$ cat src/rtl/bp_me_trace_arbiter.sv
// bp_me_trace_arbiter
// Shares one trace-packet port of the mock LCE/ME between num_req_p trace
// node masters. Round-robin grant with a lock that holds the downstream
// packet stable until it is consumed. An in-order tag FIFO remembers the
// requester of every issued packet so that returned packets are steered
// back to the master that sent them.
module bp_me_trace_arbiter #(
  parameter int num_req_p         = 2,
  parameter int ring_width_p      = 64,
  parameter int max_outstanding_p = 4
) (
  input  logic                              clk_i,
  input  logic                              reset_i,

  input  logic [num_req_p*ring_width_p-1:0] req_pkt_i,
  input  logic [num_req_p-1:0]              req_v_i,
  output logic [num_req_p-1:0]              req_yumi_o,

  output logic [ring_width_p-1:0]           resp_pkt_o,
  output logic [num_req_p-1:0]              resp_v_o,
  input  logic [num_req_p-1:0]              resp_ready_i,

  output logic [ring_width_p-1:0]           tr_pkt_o,
  output logic                              tr_pkt_v_o,
  input  logic                              tr_pkt_yumi_i,

  input  logic [ring_width_p-1:0]           tr_pkt_i,
  input  logic                              tr_pkt_v_i,
  output logic                              tr_pkt_ready_o,

  output logic                              error_o
);

  localparam int id_w  = (num_req_p > 1) ? $clog2(num_req_p) : 1;
  localparam int ptr_w = (max_outstanding_p > 1) ? $clog2(max_outstanding_p) : 1;
  localparam int cnt_w = $clog2(max_outstanding_p + 1);

  localparam logic [cnt_w-1:0] cnt_max  = cnt_w'(max_outstanding_p);
  localparam logic [id_w-1:0]  id_last  = id_w'(num_req_p - 1);
  localparam logic [ptr_w-1:0] ptr_last = ptr_w'(max_outstanding_p - 1);
  localparam logic [id_w:0]    scan_lim = (id_w + 1)'(num_req_p);

  typedef enum logic [0:0] {
    ST_IDLE   = 1'b0,
    ST_LOCKED = 1'b1
  } state_e;

  state_e            state_r;
  state_e            state_n;
  logic [id_w-1:0]   grant_r;
  logic [id_w-1:0]   grant_n;
  logic [id_w-1:0]   rr_r;
  logic [id_w-1:0]   rr_n;

  // Tag FIFO: requester IDs of issued-but-unreturned packets, oldest at rd_ptr_r.
  logic [id_w-1:0]   tag_mem_r [max_outstanding_p];
  logic [ptr_w-1:0]  wr_ptr_r;
  logic [ptr_w-1:0]  rd_ptr_r;
  logic [cnt_w-1:0]  count_r;
  logic              error_r;

  logic [ring_width_p-1:0] req_pkt_a [num_req_p];

  logic              pick_v;
  logic [id_w-1:0]   pick_id;
  logic [id_w:0]     scan;
  logic              sel_v;
  logic [id_w-1:0]   sel_id;
  logic              push;
  logic              pop;
  logic              spurious;
  logic              empty;
  logic              full;
  logic [id_w-1:0]   head_id;

  // Unpack the flat request bus into one packet per requester.
  for (genvar gi = 0; gi < num_req_p; gi++) begin : g_unpack
    assign req_pkt_a[gi] = req_pkt_i[gi*ring_width_p +: ring_width_p];
  end

  assign empty   = (count_r == {cnt_w{1'b0}});
  assign full    = (count_r == cnt_max);
  assign head_id = tag_mem_r[rd_ptr_r];
  // Error flag reads as clear for the whole time reset is held.
  assign error_o = error_r & ~reset_i;

  // Round-robin pick: first valid requester at or above rr_r, wrapping.
  // Scanning from the far end down lets the nearest candidate win last.
  always_comb begin
    pick_v  = 1'b0;
    pick_id = {id_w{1'b0}};
    scan    = {(id_w + 1){1'b0}};
    for (int i = num_req_p - 1; i >= 0; i--) begin
      scan = {1'b0, rr_r} + (id_w + 1)'(i);
      if (scan >= scan_lim) begin
        scan = scan - scan_lim;
      end else begin
        scan = scan;
      end
      if (req_v_i[scan[id_w-1:0]]) begin
        pick_v  = 1'b1;
        pick_id = scan[id_w-1:0];
      end else begin
        pick_v  = pick_v;
        pick_id = pick_id;
      end
    end
  end

  // Grant FSM: next state, downstream packet drive and request consumption.
  always_comb begin
    state_n    = state_r;
    grant_n    = grant_r;
    rr_n       = rr_r;
    sel_v      = 1'b0;
    sel_id     = grant_r;
    push       = 1'b0;
    tr_pkt_v_o = 1'b0;
    tr_pkt_o   = {ring_width_p{1'b0}};
    req_yumi_o = {num_req_p{1'b0}};
    if (reset_i) begin
      state_n = ST_IDLE;
    end else begin
      case (state_r)
        ST_IDLE: begin
          // Registered full blocks a new grant even if a pop happens now.
          if (pick_v && !full) begin
            sel_v  = 1'b1;
            sel_id = pick_id;
            if (tr_pkt_yumi_i) begin
              push = 1'b1;
            end else begin
              state_n = ST_LOCKED;
              grant_n = pick_id;
            end
          end else begin
            sel_v = 1'b0;
          end
        end
        ST_LOCKED: begin
          // Hold the granted master's packet until the ME consumes it.
          sel_v  = 1'b1;
          sel_id = grant_r;
          if (tr_pkt_yumi_i) begin
            push    = 1'b1;
            state_n = ST_IDLE;
          end else begin
            state_n = ST_LOCKED;
          end
        end
        default: begin
          state_n = ST_IDLE;
        end
      endcase

      if (sel_v) begin
        tr_pkt_v_o = 1'b1;
        tr_pkt_o   = req_pkt_a[sel_id];
      end else begin
        tr_pkt_v_o = 1'b0;
      end

      if (push) begin
        req_yumi_o[sel_id] = 1'b1;
        rr_n = (sel_id == id_last) ? {id_w{1'b0}} : (sel_id + id_w'(1));
      end else begin
        rr_n = rr_r;
      end
    end
  end

  // Response routing: steer the returned packet to the head-of-FIFO owner.
  always_comb begin
    resp_v_o       = {num_req_p{1'b0}};
    resp_pkt_o     = {ring_width_p{1'b0}};
    tr_pkt_ready_o = 1'b0;
    pop            = 1'b0;
    spurious       = 1'b0;
    if (reset_i) begin
      tr_pkt_ready_o = 1'b0;
    end else begin
      resp_pkt_o = tr_pkt_i;
      if (!empty) begin
        resp_v_o[head_id] = tr_pkt_v_i;
        tr_pkt_ready_o    = resp_ready_i[head_id];
        pop               = tr_pkt_v_i & resp_ready_i[head_id];
      end else begin
        // Nobody owns this packet: swallow it and flag the error.
        tr_pkt_ready_o = 1'b1;
        spurious       = tr_pkt_v_i;
      end
    end
  end

  // FSM, grant and round-robin pointer registers.
  always_ff @(posedge clk_i) begin
    if (reset_i) begin
      state_r <= ST_IDLE;
      grant_r <= {id_w{1'b0}};
      rr_r    <= {id_w{1'b0}};
    end else begin
      state_r <= state_n;
      grant_r <= grant_n;
      rr_r    <= rr_n;
    end
  end

  // Tag FIFO pointers and occupancy; push and pop together leave count alone.
  always_ff @(posedge clk_i) begin
    if (reset_i) begin
      wr_ptr_r <= {ptr_w{1'b0}};
      rd_ptr_r <= {ptr_w{1'b0}};
      count_r  <= {cnt_w{1'b0}};
    end else begin
      if (push) begin
        wr_ptr_r <= (wr_ptr_r == ptr_last) ? {ptr_w{1'b0}} : (wr_ptr_r + ptr_w'(1));
      end else begin
        wr_ptr_r <= wr_ptr_r;
      end
      if (pop) begin
        rd_ptr_r <= (rd_ptr_r == ptr_last) ? {ptr_w{1'b0}} : (rd_ptr_r + ptr_w'(1));
      end else begin
        rd_ptr_r <= rd_ptr_r;
      end
      case ({push, pop})
        2'b10:   count_r <= count_r + cnt_w'(1);
        2'b01:   count_r <= count_r - cnt_w'(1);
        default: count_r <= count_r;
      endcase
    end
  end

  // Tag FIFO storage; contents are don't-care while the FIFO is empty.
  always_ff @(posedge clk_i) begin
    if (push) begin
      tag_mem_r[wr_ptr_r] <= sel_id;
    end else begin
      tag_mem_r[wr_ptr_r] <= tag_mem_r[wr_ptr_r];
    end
  end

  // Sticky error on a response that arrives with no outstanding tag.
  always_ff @(posedge clk_i) begin
    if (reset_i) begin
      error_r <= 1'b0;
    end else if (spurious) begin
      error_r <= 1'b1;
    end else begin
      error_r <= error_r;
    end
  end

endmodule

$ cat config.mk
export PLATFORM = sky130hd
export DESIGN_NAME = bp_me_trace_arbiter
export DESIGN_NICKNAME = d
export VERILOG_FILES = /design/src/rtl/bp_me_trace_arbiter.sv
export SDC_FILE = /design/constraint.sdc
export NUM_CORES = 1
export LEC_CHECK = 0
export ABC_AREA = 1
export BUFFER_PORTS_ARGS = -buffer_cell sky130_fd_sc_hd__buf_2
export CAP_MARGIN = 40
export CORE_AREA = 2 2 129 131
export CTS_BUF_LIST = sky130_fd_sc_hd__clkbuf_4
export DETAILED_ROUTE_END_ITERATION = 16
export DIE_AREA = 0 0 131 133
export PLACE_DENSITY = 0.57
export SKIP_CTS_REPAIR_TIMING = 1
export SYNTH_ARGS = -nofsm -noshare
export SYNTH_HDL_FRONTEND = slang
export SYNTH_SLANG_ARGS = --single-unit
$ cat constraint.sdc
create_clock -name clk_i -period 2.8 [get_ports clk_i]
set_clock_uncertainty 0.05 [all_clocks]
set_input_delay 0.28 -clock clk_i [delete_from_list [all_inputs] [get_ports clk_i]]
set_output_delay 0.28 -clock clk_i [all_outputs]
set_load 0.005 [all_outputs]
==> impl_metrics.ini <==
[run_status]
status = finished, final reports clean

[global_route]
antenna_found_initial = 1
grt_pass1_wl_um = 19200
gr-total-overflow = 0
grt_max_degree = 70
grtUsageTotal = 0.139
grt_pass1_vias = 3862

[finish]
drive_gt1_frac = 0.535
n_fill_cell = 1829
finalNetCount = 1059
synthToLayoutAreaGrowth_pct = 58.4

[placed_design]
pre_cts_ws_ps = 498
gp_congestion = 0.793
hpwl_um = 10900
io_buffer_count = 334

[yosys]
netlist.top_cell.by_area = nor2_2
ys_types = 29
synthArstFlopShare = 0
syn_inst = 539
syn_area_um2 = 3110
synth_ff_type = dfxtp_1
synth.most_common_cell = nor2_1
synth-seq-cells = 17
synth_top_area_frac = 0.197
avgSynthCellArea_um2 = 5.77
ys_top_cells_by_count = nor2_1 (112), nor2_2 (98), inv_1 (87)
synth_area_leaders = nor2_2 (20%), nand3b_1 (15%), nor2_1 (14%)
ys_seq_area_frac = 0.122
synth_edf_count = 4
syn_nets = 746
synth_warnings = 0

[routing]
drtAntennaViolNets = 0
first_pass_iters = 4
routed_wl_um = 13300
viasPerCell = 3.99
route.vias.total = 4278
drc_errors = 0
wire_per_inst_um = 12.4
first_iter_violations = 164

[floorplan]
ios = 335
dieArea_um2 = 17400
rows = 47
dieWidth_um = 131
fp.dieH_um = 133
core-area_um2 = 16200
start_util = 0.192

[timing]
fin_crit_ps = 2440
slew_viol_final = 0
fin_setup_tns_ps = 0
fmax_ghz = 0.409
finalCritPeriodShare = 0.873
hold_viol_final = 0
max_slew.worst_pin.slew_ps = 708
postLayoutSetupSlackWorst_ps = 356
rsz0062_at_grt = no
finalSetupViolCount = 0
worst_slew_margin_rel = 0.528

[critical_path]
cp_top_family = buffers and inverters
slowest_stage = buf_4
path_cells = inv_2 -> nand3_2 -> nand2_4 -> a21oi_4 -> buf_4 -> nand2_1 -> nor2_2 -> buf_2
crit_required_ps = 2470
r2r_end = count_r[2]
crit_path_max_incr_delay_ps = 530
arrival_ps = 2110
worstSetupPathType = flop to output pin
path_buf_inv = 3
cp-end-kind = output pin
rrSetupSlack_ps = 620
start_kind = flop
crit_fanout = 66
reg2regPathDepth = 14

[cts]
cts_tree = done
numCtsBuffers = 3
htreeDepth = 1
cts.sinks = 17
cts-root-buf = clkbuf_4
clock_latency_ps = 290
clk_pin_slew_ps = 100
clockBufferDepth = 2

[min_path]
hold_depth = 2
min_path_type = primary input to flop
min-delay-start = tr_pkt_yumi_i
min_to = state_r

[pwr]
peakVddDrop_uv = 159
power_density_nw_per_um2 = 263
power.leakage_nw = 2.96

[run]
cap_violations = 0
## how the worst max path moves through the flow
| stage | startpoint | to | slack, ps | cells after the start |
|---|---|---|---|---|
| after global routing | count_r[0] | tr_pkt_o[28] | 200 | 8 |
| final | count_r[0] | tr_pkt_o[43] | 360 | 8 |
| after global placement | req_v_i[0] | count_r[2] | 450 | 12 |
| after CTS | count_r[0] | tr_pkt_o[43] | 340 | 8 |
| after detailed placement | req_v_i[0] | count_r[2] | 500 | 12 |
| after floorplan | req_v_i[0] | count_r[2] | 650 | 12 |
## layout make-up
class / instances / area [um2] / share of cell area
Clock buffer: 3 / 22.5 / 0.00457
Antenna cell: 1 / 2.50 / 0.000508
Sequential cell: 17 / 380 / 0.0773
Clock inverter: 1 / 5.00 / 0.00102
Inverter: 90 / 338 / 0.0686
Timing Repair Buffer: 344 / 1770 / 0.360
Tap cell: 220 / 275 / 0.0559
Multi-Input combinational cell: 396 / 2130 / 0.432
## through the flow
stage / instance area (um2) / hold slack [ps] / power (mW) / util / std cells
global placement: 4890 / 400 / 1.17 / 0.303 / 1067
CTS: 4920 / 166 / 1.31 / 0.304 / 1071
detailed placement: 4890 / 398 / 1.18 / 0.303 / 1067
floorplan: 3110 / 302 / 0.835 / - / 539
global route: 4920 / 196 / 1.42 / 0.304 / 1072
finish: 4920 / 179 / 1.29 / 0.304 / 1072
## layout by cell type (no fill, tap or decap), types with 4 or more instances in the layout
master	n
nand3b_1	64
o21ai_0	9
nor2_2	98
nand3_1	4
inv_1	87
nand2_1	81
a21oi_1	9
dfxtp_1	13
ha_1	6
buf_4	8
edfxtp_1	4
nor2_1	112
buf_2	334
## metal layers
layer	GRT usage	wire length [um]
met1	0.154	5160
met2	0.276	6930
met3	0.0206	1120
met5	0	0
met4	0.0207	70
## worst reg2reg max path, cell delays in order (launching register included)
cell and delay (ps):
dfxtp_1 340, inv_1 60, nand2_1 50, nand3_1 110, nand2_1 90, nand2_1 70
nand3_1 170, inv_1 100, ha_1 140, inv_1 60, fa_1 370, a21oi_1 130
o21ai_0 110, o21ai_0 170, a21oi_1 50
## report_power, final
part / switching [mW] / internal, mW
clock: 0.0781 / 0.0530
sequential: 0.0110 / 0.268
combinational: 0.492 / 0.390
## kinds of logic after synthesis
family	after synthesis	synth area share
buf+inv	126	0.193
simple gates	368	0.611
flops	17	0.122
fa+ha+maj	7	0.0306
compound gates	21	0.0427
Note: power is estimated with default switching activity, not from simulation.
